[src/rtl/stream_mux_pkg.sv]
// Package: stream_mux_pkg
// Shared helpers for the N:1 registered stream multiplexer.
// - MAX_N / MAX_IDX_W : upper bound on channel count handled by rr_pick
//                       and the matching index width.
// - rr_pick           : round-robin search over a request vector, starting
//                       at ptr and wrapping n-1 -> 0; returns the found flag
//                       and writes the winner index to idx.
package stream_mux_pkg;

   localparam int unsigned MAX_N     = 32;
   localparam int unsigned MAX_IDX_W = $clog2(MAX_N);

   // ptr must be < n and n <= MAX_N. The first requester at or after ptr
   // (in wrapped ascending order) wins.
   function automatic logic rr_pick(input  logic [MAX_N-1:0] valid,
                                    input  int unsigned      ptr,
                                    input  int unsigned      n,
                                    output int unsigned      idx);
      int unsigned c;
      rr_pick = 1'b0;
      idx     = 0;
      for (int unsigned k = 0; k < MAX_N; k++) begin
         c = ptr + k;
         if (c >= n) c = c - n;
         if ((k < n) && !rr_pick && (|(valid & (MAX_N'(1) << c)))) begin
            rr_pick = 1'b1;
            idx     = c;
         end
      end
   endfunction

endpackage

[src/rtl/stream_mux_nx1_arb.sv]
// Module: rr_arbiter
// Purely combinational round-robin arbiter for stream_mux_nx1.
// Ports:
//   req        in  N      request vector (one bit per channel)
//   ptr        in  IDX_W  channel with highest priority this cycle
//   lock_en    in  1      (STREAM_MUX_PKT_LOCK_EN only) restrict grant to lock_idx
//   lock_idx   in  IDX_W  (STREAM_MUX_PKT_LOCK_EN only) channel owning the packet
//   gnt_onehot out N      one-hot grant, zero when nothing is granted
//   gnt_idx    out IDX_W  index of the granted channel
//   gnt_any    out 1      a grant was issued
// Optional feature macro: STREAM_MUX_PKT_LOCK_EN.
module rr_arbiter
   import stream_mux_pkg::*;
#(
   parameter int unsigned N     = 4,
   localparam int unsigned IDX_W = $clog2(N)
) (
   input  logic [N-1:0]     req,
   input  logic [IDX_W-1:0] ptr,
`ifdef STREAM_MUX_PKT_LOCK_EN
   input  logic             lock_en,
   input  logic [IDX_W-1:0] lock_idx,
`endif
   output logic [N-1:0]     gnt_onehot,
   output logic [IDX_W-1:0] gnt_idx,
   output logic             gnt_any
);

   logic        rr_found;
   int unsigned rr_idx;

   always_comb begin
      rr_idx   = 0;
      rr_found = rr_pick(MAX_N'(req), 32'(ptr), N, rr_idx);
`ifdef STREAM_MUX_PKT_LOCK_EN
      // A locked packet owns the port even while its source is idle.
      if (lock_en) begin
         gnt_any = req[lock_idx];
         gnt_idx = lock_idx;
      end else begin
         gnt_any = rr_found;
         gnt_idx = IDX_W'(rr_idx);
      end
`else
      gnt_any = rr_found;
      gnt_idx = IDX_W'(rr_idx);
`endif
      gnt_onehot = gnt_any ? (N'(1) << gnt_idx) : '0;
   end

endmodule

[src/rtl/stream_mux_nx1.sv]
// Module: stream_mux_nx1
// N-input, W-bit stream multiplexer with valid/ready handshakes, round-robin
// arbitration and one registered output stage (no skid buffer: m_ready
// reaches s_ready combinationally).
// Ports:
//   clk      in   1          rising-edge clock
//   reset    in   1          synchronous, active-high reset
//   s_valid  in   N          per-channel valid
//   s_data   in   N*W        channel i at [i*W +: W]
//   s_ready  out  N          per-channel ready, at most one bit high
//   m_valid  out  1          registered output valid
//   m_data   out  W          registered output data
//   m_ready  in   1          downstream ready
//   m_src    out  IDX_W      channel that produced m_data
//   s_last   in   N          (STREAM_MUX_PKT_LOCK_EN only) end-of-packet per channel
//   m_last   out  1          (STREAM_MUX_PKT_LOCK_EN only) registered end-of-packet
// Optional feature macro: STREAM_MUX_PKT_LOCK_EN (packet lock on s_last).
module stream_mux_nx1
   import stream_mux_pkg::*;
#(
   parameter int unsigned N     = 4,
   parameter int unsigned W     = 8,
   localparam int unsigned IDX_W = $clog2(N)
) (
   input  logic             clk,
   input  logic             reset,
   input  logic [N-1:0]     s_valid,
   input  logic [N*W-1:0]   s_data,
   output logic [N-1:0]     s_ready,
`ifdef STREAM_MUX_PKT_LOCK_EN
   input  logic [N-1:0]     s_last,
   output logic             m_last,
`endif
   output logic             m_valid,
   output logic [W-1:0]     m_data,
   input  logic             m_ready,
   output logic [IDX_W-1:0] m_src
);

   logic             m_valid_q, m_valid_d;
   logic [W-1:0]     m_data_q,  m_data_d;
   logic [IDX_W-1:0] m_src_q,   m_src_d;
   logic [IDX_W-1:0] rr_ptr_q,  rr_ptr_d;
`ifdef STREAM_MUX_PKT_LOCK_EN
   logic             m_last_q,   m_last_d;
   logic             lock_q,     lock_d;
   logic [IDX_W-1:0] lock_idx_q, lock_idx_d;
`endif

   logic [N-1:0]     gnt_onehot;
   logic [IDX_W-1:0] gnt_idx;
   logic             gnt_any;
   logic             load;
   logic             xfer;
   logic [IDX_W-1:0] gnt_next;

   rr_arbiter #(.N(N)) u_arb (
      .req        (s_valid),
      .ptr        (rr_ptr_q),
`ifdef STREAM_MUX_PKT_LOCK_EN
      .lock_en    (lock_q),
      .lock_idx   (lock_idx_q),
`endif
      .gnt_onehot (gnt_onehot),
      .gnt_idx    (gnt_idx),
      .gnt_any    (gnt_any)
   );

   always_comb begin
      // The output register can take a beat when empty or draining this edge.
      load    = ~m_valid_q | m_ready;
      // Gating with reset keeps sources from seeing a handshake that the
      // reset would then discard.
      xfer    = ~reset & load & gnt_any;
      s_ready = xfer ? gnt_onehot : '0;

      gnt_next = (gnt_idx == IDX_W'(N - 1)) ? '0 : gnt_idx + IDX_W'(1);

      m_valid_d = m_valid_q;
      m_data_d  = m_data_q;
      m_src_d   = m_src_q;
      rr_ptr_d  = rr_ptr_q;
`ifdef STREAM_MUX_PKT_LOCK_EN
      m_last_d   = m_last_q;
      lock_d     = lock_q;
      lock_idx_d = lock_idx_q;
`endif

      if (load) m_valid_d = xfer;
      if (xfer) begin
         m_data_d = s_data[32'(gnt_idx) * W +: W];
         m_src_d  = gnt_idx;
         rr_ptr_d = gnt_next;
`ifdef STREAM_MUX_PKT_LOCK_EN
         m_last_d = s_last[gnt_idx];
         // A non-final beat pins the arbiter to this channel; the final
         // beat releases it with rr_ptr already pointing past the owner.
         lock_d     = ~s_last[gnt_idx];
         lock_idx_d = gnt_idx;
`else
`endif
      end
   end

   always_ff @(posedge clk) begin
      if (reset) begin
         m_valid_q  <= 1'b0;
         m_data_q   <= '0;
         m_src_q    <= '0;
         rr_ptr_q   <= '0;
`ifdef STREAM_MUX_PKT_LOCK_EN
         m_last_q   <= 1'b0;
         lock_q     <= 1'b0;
         lock_idx_q <= '0;
`endif
      end else begin
         m_valid_q  <= m_valid_d;
         m_data_q   <= m_data_d;
         m_src_q    <= m_src_d;
         rr_ptr_q   <= rr_ptr_d;
`ifdef STREAM_MUX_PKT_LOCK_EN
         m_last_q   <= m_last_d;
         lock_q     <= lock_d;
         lock_idx_q <= lock_idx_d;
`endif
      end
   end

   assign m_valid = m_valid_q;
   assign m_data  = m_data_q;
   assign m_src   = m_src_q;
`ifdef STREAM_MUX_PKT_LOCK_EN
   assign m_last  = m_last_q;
`endif

endmodule
[config.mk]
export PLATFORM = sky130hd
export DESIGN_NAME = stream_mux_nx1
export DESIGN_NICKNAME = d
export VERILOG_FILES = /design/src/rtl/stream_mux_pkg.sv /design/src/rtl/stream_mux_nx1_arb.sv /design/src/rtl/stream_mux_nx1.sv
export SDC_FILE = /design/constraint.sdc
export NUM_CORES = 1
export LEC_CHECK = 0
export CAP_MARGIN = 20
export CORE_MARGIN = 2
export CORE_UTILIZATION = 40
export DETAILED_ROUTE_END_ITERATION = 12
export HOLD_SLACK_MARGIN = 0.12
export PLACE_DENSITY = 0.74
export REMOVE_ABC_BUFFERS = 1
export SYNTH_ARGS = -nofsm -noshare
export SYNTH_HDL_FRONTEND = slang
export SYNTH_SLANG_ARGS = --single-unit
[constraint.sdc]
create_clock -name clk -period 4.2 [get_ports clk]
set_input_delay 1.26 -clock clk [delete_from_list [all_inputs] [get_ports clk]]
set_output_delay 1.26 -clock clk [all_outputs]
set_load 0.02 [all_outputs]
==> load_flow_metrics.sql <==
INSERT INTO impl_metrics (metric_group, metric, value, unit) VALUES
('min_path', 'worstHoldStart', 'm_data[4]', ''),
('logic_synthesis', 'postSynthRegisterBits', '13', ''),
('floorplanning', 'placeableCoreArea', '2805', 'µm²'),
('cts', 'clkSinkCount', '13', ''),
('routing', 'drt_first_iter_violations', '53', ''),
('setup_path', 'rr_endpoint', 'rr_ptr_q[0]', ''),
('cts', 'ctsHtreeMaxLevel', '1', ''),
('setup_path', 'critPathRequiredTime', '2940', 'ps'),
('logic_synthesis', 'synth-edff-count', '0', ''),
('pwr', 'max-vdd-ir-drop', '0.3527', 'mV'),
('setup_path', 'worstSetupPathType', 'in2out', ''),
('cts', 'clk_tree_root_cell', 'clkbuf_4', ''),
('min_path', 'hp-class', 'reg2reg', ''),
('sta', 'worst-slew-pin-transition', '403.2', 'ps'),
('routing', 'detailroute.via_count', '1394', ''),
('setup_path', 'cp_cell_sequence', 'buf_2, a22o_1, o211ai_1, buf_4, a211oi_2, buf_4, nor2_4, inv_2, ha_1, and2_4, buf_6', ''),
('routing', 'detail_route.wl_per_cell', '15.71', 'µm'),
('min_path', 'hold-path-endpoint', 'm_data[4]', ''),
('global_route', 'antenna_found_initial', '0', ''),
('routing', 'drtAntennaViolNets', '0', ''),
('floorplanning', 'effective_utilization_at_floorplan', '43.04', '%'),
('cts', 'clock_latency', '290', 'ps'),
('global_route', 'grt_pass1_vias', '1331', ''),
('global_route', 'total_gr_overflow', '0', ''),
('setup_path', 'critical-path-max-stage-delay', '240', 'ps'),
('setup_path', 'timing.critical_path.from_type', 'input port', ''),
('finish', 'drive_gt1_share', '31.48', '%'),
('sta', 'layout_min_cycle_time', '4124', 'ps'),
('pwr', 'share_comb_of_total_power', '79.9', '%'),
('pwr', 'power.density_cell_area', '718.6', 'nW/µm²'),
('logic_synthesis', 'fraction_of_the_yosys_area_taken_by_sequential_cells', '21.55', '%'),
('setup_path', 'timing.critical_path.max_delay_family', 'buffers and inverters', ''),
('run_status', 'outcome', 'complete, but fails checks', ''),
('global_route', 'grt_start_max_net_pins', '10', ''),
('sta', 'finalClockSkew', '5.894', 'ps'),
('setup_path', 'worst-r2r-cell-count', '12', ''),
('placement', 'place_hpwl', '3.080', 'mm'),
('logic_synthesis', 'ys_dominant_reg_cell', 'dfxtp_1', ''),
('min_path', 'worst_hold_path.num_cells', '1', ''),
('logic_synthesis', 'mappedNetlistArea', '1207', 'µm²'),
('placement', 'dpl_worst_slack', '-864.8', 'ps'),
('floorplanning', 'die_width', '58.94', 'µm'),
('sta', 'rsz_0062_raised_after_global_routing', 'no', ''),
('finish', 'post-route-util', '71.68', '%'),
('logic_synthesis', 'syn_area_per_cell', '9.011', 'µm²'),
('logic_synthesis', 'synth.yosys.warnings', '0', ''),
('cts', 'max-clock-path-buffers', '2', ''),
('placement', 'place_congestion', '0.9359', ''),
('pwr', 'power.share.clock', '5.8', '%'),
('routing', 'detail_route.vias_per_cell', '5.644', ''),
('finish', 'layout-area-overhead-vs-synth', '66.53', '%'),
('floorplanning', 'num_io_pins', '54', ''),
('pwr', 'power_switching_share', '46.25', '%'),
('run_status', 'violated_checks', 'design-rule violations', ''),
('sta', 'final_slew_viol_count', '0', ''),
('finish', 'post_layout_nonfiller_instances', '247', ''),
('cts', 'clkTransAtPathRegs', '90', 'ps'),
('cts', 'cts_tree', 'built', ''),
('logic_synthesis', 'synth.distinct_cells', '39', ''),
('cts', 'cts_buffers', '3', ''),
('finish', 'finish.net_count', '264', ''),
('sta', 'finalHoldViolCount', '0', ''),
('setup_path', 'worst-path-buf-inv', '5', ''),
('routing', 'drt_drc_violations_left', '2', ''),
('pwr', 'cellLeakagePower', '0.0008115', 'µW'),
('setup_path', 'critical_path.most_common_cell', 'buf_4', ''),
('setup_path', 'cp.arrival', '2860', 'ps'),
('sta', 'final_critical_path_setup_slack', '75.53', 'ps'),
('sta', 'final_count_of_negative_setup_slack_endpoints', '0', ''),
('routing', 'first_pass_drt_iterations', '8', ''),
('setup_path', 'capturing_element_type_of_the_critical_path', 'output pin', '');
[cell type report]
cell class              instances  area [µm²]
clock buffers                   4       26.28
fillers                       226       794.5
inverters                       5       20.02
multi-input cells             112       939.7
flip-flops and latches         13       260.3
well taps                      31       38.79
repair buffers                 82       725.7
[how the worst max path moves through the flow]
stage / from / end / slack [ps] / cells past startpoint
after floorplan: s_valid[3] / s_ready[3] / 100 / 7
after global placement: s_valid[2] / s_ready[3] / -750 / 11
after detailed placement: s_valid[2] / s_ready[3] / -860 / 11
after CTS: s_valid[2] / s_ready[3] / 20 / 11
after global routing: s_valid[1] / s_ready[2] / 7 / 9
final: s_valid[3] / s_ready[1] / 80 / 11
[metal layers]
layer	GRT usage, %	up-vias	routed length (µm)
met5	0	-	0
li1	-	679	-
met4	5.844	0	31
met2	41.11	54	1931
met1	29.85	657	1647
met3	3.297	4	270
[synthesized netlist by cell type, types with 2 or more instances]
cell type | number | area [µm²]
a22o_1 | 6 | 52.55
and2_1 | 4 | 25.02
a211oi_1 | 2 | 15.01
nor2_1 | 4 | 15.01
dfxtp_1 | 13 | 260.3
o211ai_2 | 7 | 87.58
inv_1 | 3 | 11.26
nand2_1 | 11 | 41.29
mux2i_1 | 7 | 70.07
o211ai_1 | 8 | 60.06
nand2b_1 | 5 | 31.28
o21ai_0 | 6 | 30.03
nand3b_1 | 11 | 82.58
a21oi_1 | 6 | 30.03
nor3_1 | 2 | 10.01
a22oi_1 | 6 | 45.04
ha_1 | 8 | 100.1
nor4_1 | 2 | 12.51
buf_6 | 2 | 22.52
nor2_4 | 2 | 22.52
[stage by stage]
step           area [µm²]  setup TNS, ps  total power [µW]
2_1_floorplan        1176              0             828.9
5_1_grt              2011              0              1554
3_3_place_gp         1926          -2882              1260
3_5_place_dp         1926          -3344              1291
4_1_cts              1963              0              1402
6_report             2011              0              1445
[sequential cells by signal, summed over array words and instances, names as in the netlist]
name / count
m_data: 8
m_src: 2
m_valid: 1
rr_ptr_q: 2
[power by group through the flow]
stage | logic [µW] | registers (µW) | clock network [µW]
after floorplan | 572 | 256 | 0
after global placement | 1050 | 207 | 0
after detailed placement | 1080 | 208 | 0
after CTS | 1110 | 206 | 83.6
after global routing | 1250 | 212 | 91.5
final | 1150 | 206 | 84.5
[worst register-to-register path, stage by stage, from the launching register on]
cell      delay (ps)
dfxtp_1          400
inv_1            150
ha_1             300
a22o_1           290
o211ai_1         240
buf_4            170
a211oi_2          60
buf_4            140
nor2_4           120
inv_2             60
ha_2             170
or3_1            360
a21oi_1          140
[cells in the final DEF (no fill, tap or decap), types with 2 or more instances in the layout]
cell type and count:
clkbuf_4 3, ha_1 7, buf_4 31, nor2_4 2, clkdlybuf4s50_1 45, inv_1 3
nand3b_1 11, buf_6 2, a22oi_2 4, a211oi_2 2, a22o_1 6, and2_4 3
buf_2 4, nor3_1 2, dfxtp_1 13, nand2_1 11, a22oi_1 2, mux2i_1 7
nor2_1 4, a21oi_1 5, nand2b_1 5, nor4_1 2, o21ai_0 5, and2_1 2
o211ai_2 7, o211ai_1 8
[repair_timing]
| action | in CTS | in global routing |
|---|---|---|
| setup endpoints to repair | 4 | 4 |
| resized for setup | 40 | 10 |
| pin swaps | 10 | 8 |
| setup buffers | 3 | 2 |
[kinds of logic after synthesis]
| group | Yosys count | share of synthesized area [%] |
|---|---|---|
| flip-flops | 13 | 21.55 |
| AO/OA/AOI/OAI | 51 | 36.89 |
| AND/OR/NAND/NOR | 46 | 23.21 |
| adder cells (fa/ha/maj) | 8 | 8.290 |
| buffers and inverters | 9 | 4.247 |
| multiplexers | 7 | 5.803 |
(Power assumes the default switching activity.)
